==> config.mk <==
export PLATFORM = sky130hd
export DESIGN_NAME = biriscv_mul_dispatch
export DESIGN_NICKNAME = d
export VERILOG_FILES = /design/src/rtl/biriscv_mul_dispatch.sv
export SDC_FILE = /design/constraint.sdc
export NUM_CORES = 1
export LEC_CHECK = 0
export ABC_AREA = 1
export BUFFER_PORTS_ARGS = -buffer_cell sky130_fd_sc_hd__buf_2
export CORE_ASPECT_RATIO = 1.1
export CORE_MARGIN = 5
export CORE_UTILIZATION = 55
export CTS_CLUSTER_SIZE = 24
export DETAILED_ROUTE_END_ITERATION = 7
export PLACE_DENSITY = 0.79
export SETUP_SLACK_MARGIN = 0.15
export SLEW_MARGIN = 15
export SYNTH_ARGS = -nofsm -noshare
export SYNTH_HDL_FRONTEND = slang
export SYNTH_SLANG_ARGS = --single-unit
==> constraint.sdc <==
create_clock -name clk_i -period 7.3 [get_ports clk_i]
set_input_delay 1.46 -clock clk_i [delete_from_list [all_inputs] [get_ports clk_i]]
set_output_delay 1.46 -clock clk_i [all_outputs]
set_load 0.02 [all_outputs]
==> src/rtl/biriscv_mul_dispatch.sv <==
// Dispatch buffer in front of the multi-cycle multiplier: queues MUL ops, issues
// them one at a time as single-cycle pulses and exposes queued/in-flight rd for RAW checks.
module biriscv_mul_dispatch #(
    parameter int DEPTH = 2
) (
    input  logic        clk_i,
    input  logic        rst_ni,
    input  logic        in_valid_i,
    output logic        in_ready_o,
    input  logic [31:0] in_pc_i,
    input  logic [4:0]  in_rd_idx_i,
    input  logic [31:0] in_ra_operand_i,
    input  logic [31:0] in_rb_operand_i,
    input  logic        flush_i,
    output logic        mul_valid_o,
    output logic [31:0] mul_pc_o,
    output logic [4:0]  mul_rd_idx_o,
    output logic [31:0] mul_ra_operand_o,
    output logic [31:0] mul_rb_operand_o,
    input  logic        mul_wb_valid_i,
    input  logic [4:0]  mul_wb_rd_idx_i,
    input  logic [4:0]  hzd_ra_idx_i,
    input  logic [4:0]  hzd_rb_idx_i,
    output logic        hazard_o,
    output logic        busy_o,
    output logic        err_o
);

    localparam int PW = $clog2(DEPTH);

    typedef enum logic [1:0] {
        ST_IDLE,
        ST_ISSUE,
        ST_WAIT
    } state_t;

    state_t      state_q;
    logic [4:0]  inflight_rd_q;

    logic [PW:0]   wr_ptr_q;
    logic [PW:0]   rd_ptr_q;
    logic [PW:0]   fill_cnt;
    logic [PW-1:0] wr_idx;
    logic [PW-1:0] rd_idx;

    logic [31:0] pc_mem [DEPTH];
    logic [4:0]  rd_mem [DEPTH];
    logic [31:0] ra_mem [DEPTH];
    logic [31:0] rb_mem [DEPTH];

    logic empty;
    logic full;
    logic push;
    logic head_avail;
    logic pop;

    assign wr_idx   = wr_ptr_q[PW-1:0];
    assign rd_idx   = rd_ptr_q[PW-1:0];
    assign fill_cnt = wr_ptr_q - rd_ptr_q;

    // The extra wrap bit distinguishes full from empty when the index bits match.
    assign empty = (wr_ptr_q == rd_ptr_q);
    assign full  = (wr_idx == rd_idx) && (wr_ptr_q[PW] != rd_ptr_q[PW]);

    assign in_ready_o = !full;
    assign push       = in_valid_i && !full && !flush_i;
    assign head_avail = !empty && !flush_i;
    assign pop        = head_avail &&
                        ((state_q == ST_IDLE) || ((state_q == ST_WAIT) && mul_wb_valid_i));

    assign busy_o = !empty || (state_q != ST_IDLE);

    always_ff @(posedge clk_i or negedge rst_ni) begin
        if (!rst_ni) begin
            wr_ptr_q <= '0;
            rd_ptr_q <= '0;
        end else begin
            if (push)
                wr_ptr_q <= wr_ptr_q + 1'b1;
            if (flush_i)
                rd_ptr_q <= wr_ptr_q;
            else if (pop)
                rd_ptr_q <= rd_ptr_q + 1'b1;
        end
    end

    // NOTE: the storage array is deliberately not reset; occupancy is defined by the pointers alone.
    always_ff @(posedge clk_i) begin
        if (push) begin
            pc_mem[wr_idx] <= in_pc_i;
            rd_mem[wr_idx] <= in_rd_idx_i;
            ra_mem[wr_idx] <= in_ra_operand_i;
            rb_mem[wr_idx] <= in_rb_operand_i;
        end
    end

    always_ff @(posedge clk_i or negedge rst_ni) begin
        if (!rst_ni) begin
            state_q          <= ST_IDLE;
            inflight_rd_q    <= '0;
            mul_valid_o      <= 1'b0;
            mul_pc_o         <= '0;
            mul_rd_idx_o     <= '0;
            mul_ra_operand_o <= '0;
            mul_rb_operand_o <= '0;
            err_o            <= 1'b0;
        end else begin
            mul_valid_o <= 1'b0;

            // A writeback is legal only in WAIT and must name the in-flight rd.
            if (mul_wb_valid_i &&
                ((state_q != ST_WAIT) || (mul_wb_rd_idx_i != inflight_rd_q)))
                err_o <= 1'b1;

            if (pop) begin
                mul_valid_o      <= 1'b1;
                mul_pc_o         <= pc_mem[rd_idx];
                mul_rd_idx_o     <= rd_mem[rd_idx];
                mul_ra_operand_o <= ra_mem[rd_idx];
                mul_rb_operand_o <= rb_mem[rd_idx];
                inflight_rd_q    <= rd_mem[rd_idx];
            end

            case (state_q)
                ST_IDLE:  if (pop) state_q <= ST_ISSUE;
                ST_ISSUE: state_q <= ST_WAIT;
                ST_WAIT: begin
                    if (mul_wb_valid_i)
                        state_q <= pop ? ST_ISSUE : ST_IDLE;
                end
                default:  state_q <= ST_IDLE;
            endcase
        end
    end

    logic [PW-1:0] slot_off [DEPTH];
    logic          fifo_hit;
    logic          inflight_hit;

    // Slot i is occupied when its distance from the read pointer is below the fill count.
    always_comb begin
        fifo_hit = 1'b0;
        for (int i = 0; i < DEPTH; i++) begin
            slot_off[i] = PW'(i) - rd_idx;
            if (({1'b0, slot_off[i]} < fill_cnt) && (rd_mem[i] != 5'd0) &&
                ((rd_mem[i] == hzd_ra_idx_i) || (rd_mem[i] == hzd_rb_idx_i)))
                fifo_hit = 1'b1;
        end
    end

    assign inflight_hit = (state_q != ST_IDLE) && (inflight_rd_q != 5'd0) &&
                          ((inflight_rd_q == hzd_ra_idx_i) || (inflight_rd_q == hzd_rb_idx_i));

    assign hazard_o = fifo_hit || inflight_hit;

endmodule
# Yosys cells after proc, flatten, opt, wreduce, memory -nomap -nowiden
# Memory sizes are Yosys's and may differ from the RTL's. A register that Yosys moved wholly into a read port is not among the register bits.
# Index checks and enable logic that the tools add are counted.
dict set report op_classes {
  add_sub_neg 5
  magnitude_cmp 2
  n_eq_ne 15
  n_mux 11
  n_reduce_logical 34
}
# op n
set op_table {}
lappend op_table {{$eq A5 B5 Y1} 6}
lappend op_table {{$reduce_bool A5 Y1} 3}
lappend op_table {{$logic_and A1 B1 Y1} 13}
lappend op_table {{$mux W2} 4}
lappend op_table {{$logic_not A1 Y1} 7}
lappend op_table {{$logic_or A1 B1 Y1} 7}
lappend op_table {{$mux W1} 6}
lappend op_table {{$ne A2 B2 Y1 const B} 3}
lappend op_table {{$pmux W2 S3} 1}
lappend op_table {{$ne A5 B5 Y1} 1}
lappend op_table {{$add A2 B1 Y2 const B} 2}
lappend op_table {{$lt A1 B2 Y1} 2}
lappend op_table {{$reduce_bool A2 Y1} 2}
lappend op_table {{$eq A2 B1 Y1 const B} 1}
lappend op_table {{$eq A2 B2 Y1} 1}
lappend op_table {{$eq A2 B2 Y1 const B} 1}
lappend op_table {{$logic_not A2 Y1} 1}
lappend op_table {{$reduce_and A2 Y1} 1}
lappend op_table {{$sub A1 B1 Y1 const A} 2}
lappend op_table {{$sub A2 B2 Y2} 1}
lappend op_table {{$eq A1 B1 Y1} 1}
lappend op_table {{$ne A1 B1 Y1} 1}
dict set report totals {
  reg_bits 8
  mem_bits_rw 202
  inputBits 121
  output_inout_bits 106
  word_cells 76
  mem_count 4
}
# memory depth width rd rd_ports_with_merged_regs write_ports line_no
set memory_table {}
lappend memory_table {pc_mem 2 32 1 1 1 46} ;# logic [31:0] pc_mem [DEPTH];
lappend memory_table {ra_mem 2 32 1 1 1 48} ;# logic [31:0] ra_mem [DEPTH];
lappend memory_table {rb_mem 2 32 1 1 1 49} ;# logic [31:0] rb_mem [DEPTH];
lappend memory_table {rd_mem 2 5 3 1 1 47} ;# logic [4:0] rd_mem [DEPTH];

# Depth between registers and ports, before layout
dict set report depth {
  depth_word 7
  mapped_depth 9
  mapped_depth_nobuf 8
}

# Worst setup path after synthesis
# No wires, ideal clock.
dict set report synth_timing {
  path_type {in2reg}
  startpoint {input port flush_i}
  endpoint {memory pc_mem[1][0] (enable)}
  t_arrival_ps 5986
  required_time_ps 6735
  path_slack_ps 749
  stages 3
  path_cell_list {inv_1 -> nand3_1 -> nor2_1}
}
dict set report synth_via {
  elab_chain_len 4
}
# element line_no
set synth_lines {}
lappend synth_lines {{from (decl)} 14} ;# input logic flush_i,
lappend synth_lines {{$logic_not A1 Y1} 66} ;# assign push = in_valid_i && !full && !flush_i;
lappend synth_lines {{$logic_and A1 B1 Y1} 66}
lappend synth_lines {{$mux W1} 89} ;# if (push) begin
lappend synth_lines {{$mux W1 (implied by the code)} 90} ;# pc_mem[wr_idx] <= in_pc_i;
lappend synth_lines {{to (decl)} 46}
# No other way between the ends.

# Worst setup path in the final report
dict set report layout_timing {
  startpoint {input port hzd_ra_idx_i[4]}
  endpoint {output port hazard_o}
}
dict set report layout_via {
  elab_chain_len 6
  elab_cells_between_ends 12
}
# element line_no
set layout_lines {}
lappend layout_lines {{from (decl)} 22} ;# input logic [4:0] hzd_ra_idx_i,
lappend layout_lines {{$eq A5 B5 Y1} 146} ;# ((rd_mem[i] == hzd_ra_idx_i) || (rd_mem[i] == hzd_rb_idx_i)))
lappend layout_lines {{$logic_or A1 B1 Y1} 146}
lappend layout_lines {{$logic_and A1 B1 Y1} 145} ;# if (({1'b0, slot_off[i]} < fill_cnt) && (rd_mem[i] != 5'd0) &&
lappend layout_lines {{$mux W1 (2 in series)} 145}
lappend layout_lines {{$logic_or A1 B1 Y1 *} 154} ;# assign hazard_o = fifo_hit || inflight_hit;
lappend layout_lines {{to (decl)} 24} ;# output logic hazard_o,
# Every way passes the cells marked *; elsewhere a longest branch is shown, timed or not.

==> summary.txt <==
Clocking
  • Worst skew pair latency: 550 ps
  • CTS tree: yes
  • Clk sink count: 311
  • Post-CTS resize count: 0
  • Worst-case clock buffer depth: 3
  • Number of CTS-inserted buffers: 30
  • Setup bufs post-CTS: 0
  • Root buffer cell: clkbuf_16
  • Htree depth: 1
  • Clock-pin transition on the worst setup and hold timing paths: 70 ps
  • CTS Hold Bufs: 0

GRT
  • Total GRT Usage: 20.54%
  • Vias in the first global route: 7930
  • First-pass GRT wire length: 40370 um
  • Global route overflow: 0
  • Largest net degree at the start of global routing: 195
  • Initial antenna violation count: 11

Detailed routing
  • Mean routed wirelength per cell: 17.45 um
  • WL final: 26040 um
  • Final ANT Viol Nets: 0
  • Initial DRC Count: 420
  • Router iterations before antenna repair: 5
  • Via Count: 7825
  • Drt via density: 5.245
  • DRC viols: 0

Finish
  • Final Util: 65.94%
  • Share of layout cells above drive strength 1: 29.71%
  • Layout Area Growth over Synthesis: 19.28%
  • NumNets Final: 1288
  • Final Instance Area: 14440 um^2

Place
  • Buffers on Ports: 226
  • DP Area: 13450 um^2
  • Post-DP HPWL: 16250 um
  • Pre-CTS WS: 3510 ps
  • Gpl congestion: 0.9073

Critical path
  • Critical Path RT: 5840 ps
  • Slowest library cell on the worst path: buf_2
  • WS Path Type: in2out
  • Cell family with most CP delay: simple AND/OR/NAND/NOR gates
  • Slowest stage delay, CP: 170 ps
  • Critical Path, Cell by Cell: buf_2 > inv_1 > nand2_1 > nand2_1 > nor2_1 > nand3_1 > nand2_1 > nand2_1 > nand3_1 > buf_2
  • CP arrival: 2370 ps
  • CP max FO: 4
  • Worst Setup End Kind: output pin
  • Worst setup SP type: input port
  • CP dominant cell by count: nand2_1
  • Crit path buf inv count: 3

STA
  • Fin. Hold Viols: 0
  • Setup TNS Final: 0 ps
  • Fin crit share: 52.42%
  • RSZ-0062 raised after global routing: no
  • Worst-Margin Slew: 1161 ps
  • Final Skew: 16.57 ps
  • Pins Over Slew Limit: 0
  • Worst setup margin: 3473 ps
  • Relative slew slack: 22.61%
  • Min Tclk post-route: 3827 ps
  • FMAX: 0.2613 GHz
  • Final setup violation count: 0

Die
  • Initial Util: 55.28%
  • Die area: 25080 um^2
  • Die width: 151.4 um
  • Die Y: 165.6 um
  • Core area: 21890 um^2
  • I/O pin count: 227
  • Rows: 57

Logic synthesis
  • #FFs+latches synth: 311
  • Yosys top cell area share: 50.12%
  • Top post-synthesis cells by area: edfxtp_1, dfrtp_1, nor2_1, o31ai_2, nand2_1
  • Synth warnings: 0
  • Syn avg cell area: 12.81 um^2
  • Synth Instances: 945
  • Post-Syn Area: 12100 um^2
  • Post-synthesis sequential area ratio: 72.66%
  • Yosys top cell by area: edfxtp_1
  • Synth unique cells: 25
  • Mapped Nets: 1069

Job
  • Max-cap violations: 0

Run status
  • Outcome: complete, no violations

Power and ir drop
  • Pleak: 6.128 nW
  • Worst vdd ir: 0.3596 mV
  • P per Cell Area: 436.8 nW/um^2
  • Power Total: 0.006305 W

Min path
  • Hold WC Path Type: reg2reg
[where the power goes]
| part | leakage [nW] | internal, W | switching [W] | total, W |
|---|---|---|---|---|
| Clock | 0.455 | 0.000839 | 0.000636 | 0.00147 |
| Sequential | 3.17 | 0.00240 | 0.000244 | 0.00264 |
| Combinational | 2.50 | 0.000689 | 0.00150 | 0.00219 |
| Total | 6.13 | 0.00392 | 0.00238 | 0.00631 |
[cells in the final DEF, fill, tap and decap left out, drive strengths merged]
| cell | Yosys | layout |
|---|---|---|
| nand4 | 2 | 2 |
| buf | 26 | 232 |
| diode | 0 | 9 |
| nand2 | 185 | 185 |
| clkinvlp | 0 | 6 |
| o31ai | 96 | 96 |
| o21ai | 14 | 14 |
| xor2 | 4 | 4 |
| dfrtp | 109 | 109 |
| edfxtp | 202 | 202 |
| o211ai | 5 | 5 |
| bufinv | 0 | 2 |
| nand3 | 13 | 13 |
| clkinv | 0 | 14 |
| inv | 39 | 38 |
| clkbuf | 19 | 35 |
| ha | 3 | 3 |
| xnor2 | 7 | 7 |
| a21oi | 4 | 4 |
| or2 | 1 | 1 |
| nor3 | 1 | 1 |
| nor2 | 214 | 214 |
| o21bai | 1 | 1 |
[final cells by class]
| cell class | instances | area (um^2) |
|---|---|---|
| well taps | 295 | 369.1 |
| multi-input cells | 550 | 2924 |
| fillers | 1625 | 7458 |
| inverters | 39 | 147.6 |
| flip-flops and latches | 311 | 8797 |
| repair buffers | 232 | 1216 |
| clock buffers | 35 | 779.5 |
| diodes | 9 | 22.52 |
| clock inverters | 21 | 180.2 |
[worst reg2reg max path: cells and delay by family (launching register included)]
kind                     cells  cell delay [ps]
AND/OR/NAND/NOR              3             1130
buffers and inverters        2              590
flip-flops                   1              440
adder cells (fa/ha/maj)      1              360
[stage by stage]
| stage | cells | hold slack (ps) |
|---|---|---|
| after global placement | 1427 | 447.1 |
| after floorplan | 945 | 439.9 |
| after global routing | 1491 | 495.4 |
| final | 1492 | 473.8 |
| after CTS | 1483 | 479.3 |
| after detailed placement | 1427 | 462.6 |
[metal layers]
metal / wire (um) / track usage (%) / vias to the layer above
li1: - / - / 3708
met1: 9914 / 24.63 / 3830
met2: 13770 / 36.49 / 226
met3: 1620 / 4.067 / 53
met4: 671 / 8.038 / 8
met5: 59 / 0 / -
[Yosys cell counts, drive strengths merged]
cell	count
o31ai	96
or2	1
xnor2	7
inv	39
buf	26
a21oi	4
nor3	1
nand4	2
dfrtp	109
nor2	214
nand3	13
o21bai	1
clkbuf	19
xor2	4
nand2	185
o211ai	5
edfxtp	202
ha	3
o21ai	14
[registers in the layout (all words and copies together), names as in the netlist]
name              flops
pc_mem               64
ra_mem               64
rb_mem               64
mul_pc_o             32
mul_ra_operand_o     32
mul_rb_operand_o     32
rd_mem               10
mul_rd_idx_o          5
rd_ptr_q              2
state_q               2
wr_ptr_q              2
err_o                 1
mul_valid_o           1
[cell families after synthesis]
group	after synthesis	share of synthesized area, %
AOI/OAI and AO/OA	120	9.677
xor gates and xnor gates	11	0.7960
adders and majority gates	3	0.3102
buffers and inverters	84	3.370
DFF	311	72.66
and+or+nand+nor	416	13.19
[worst paths after layout]
| check | from | end | slack [ps] | cells past startpoint |
|---|---|---|---|---|
| worst max-delay path | hzd_ra_idx_i[4] | hazard_o | 3470 | 10 |
| worst min-delay path | err_o | err_o | 470 | 2 |
| worst max register to register | wr_ptr_q[0] | pc_mem[1][31] | 4360 | 6 |
| worst min register to register | err_o | err_o | 470 | 2 |
| max in group asynchronous | rst_ni | rd_ptr_q[0] | 4960 | 2 |
| min in group asynchronous | rst_ni | mul_rb_operand_o[16] | 940 | 1 |
(Power assumes the default switching activity.)
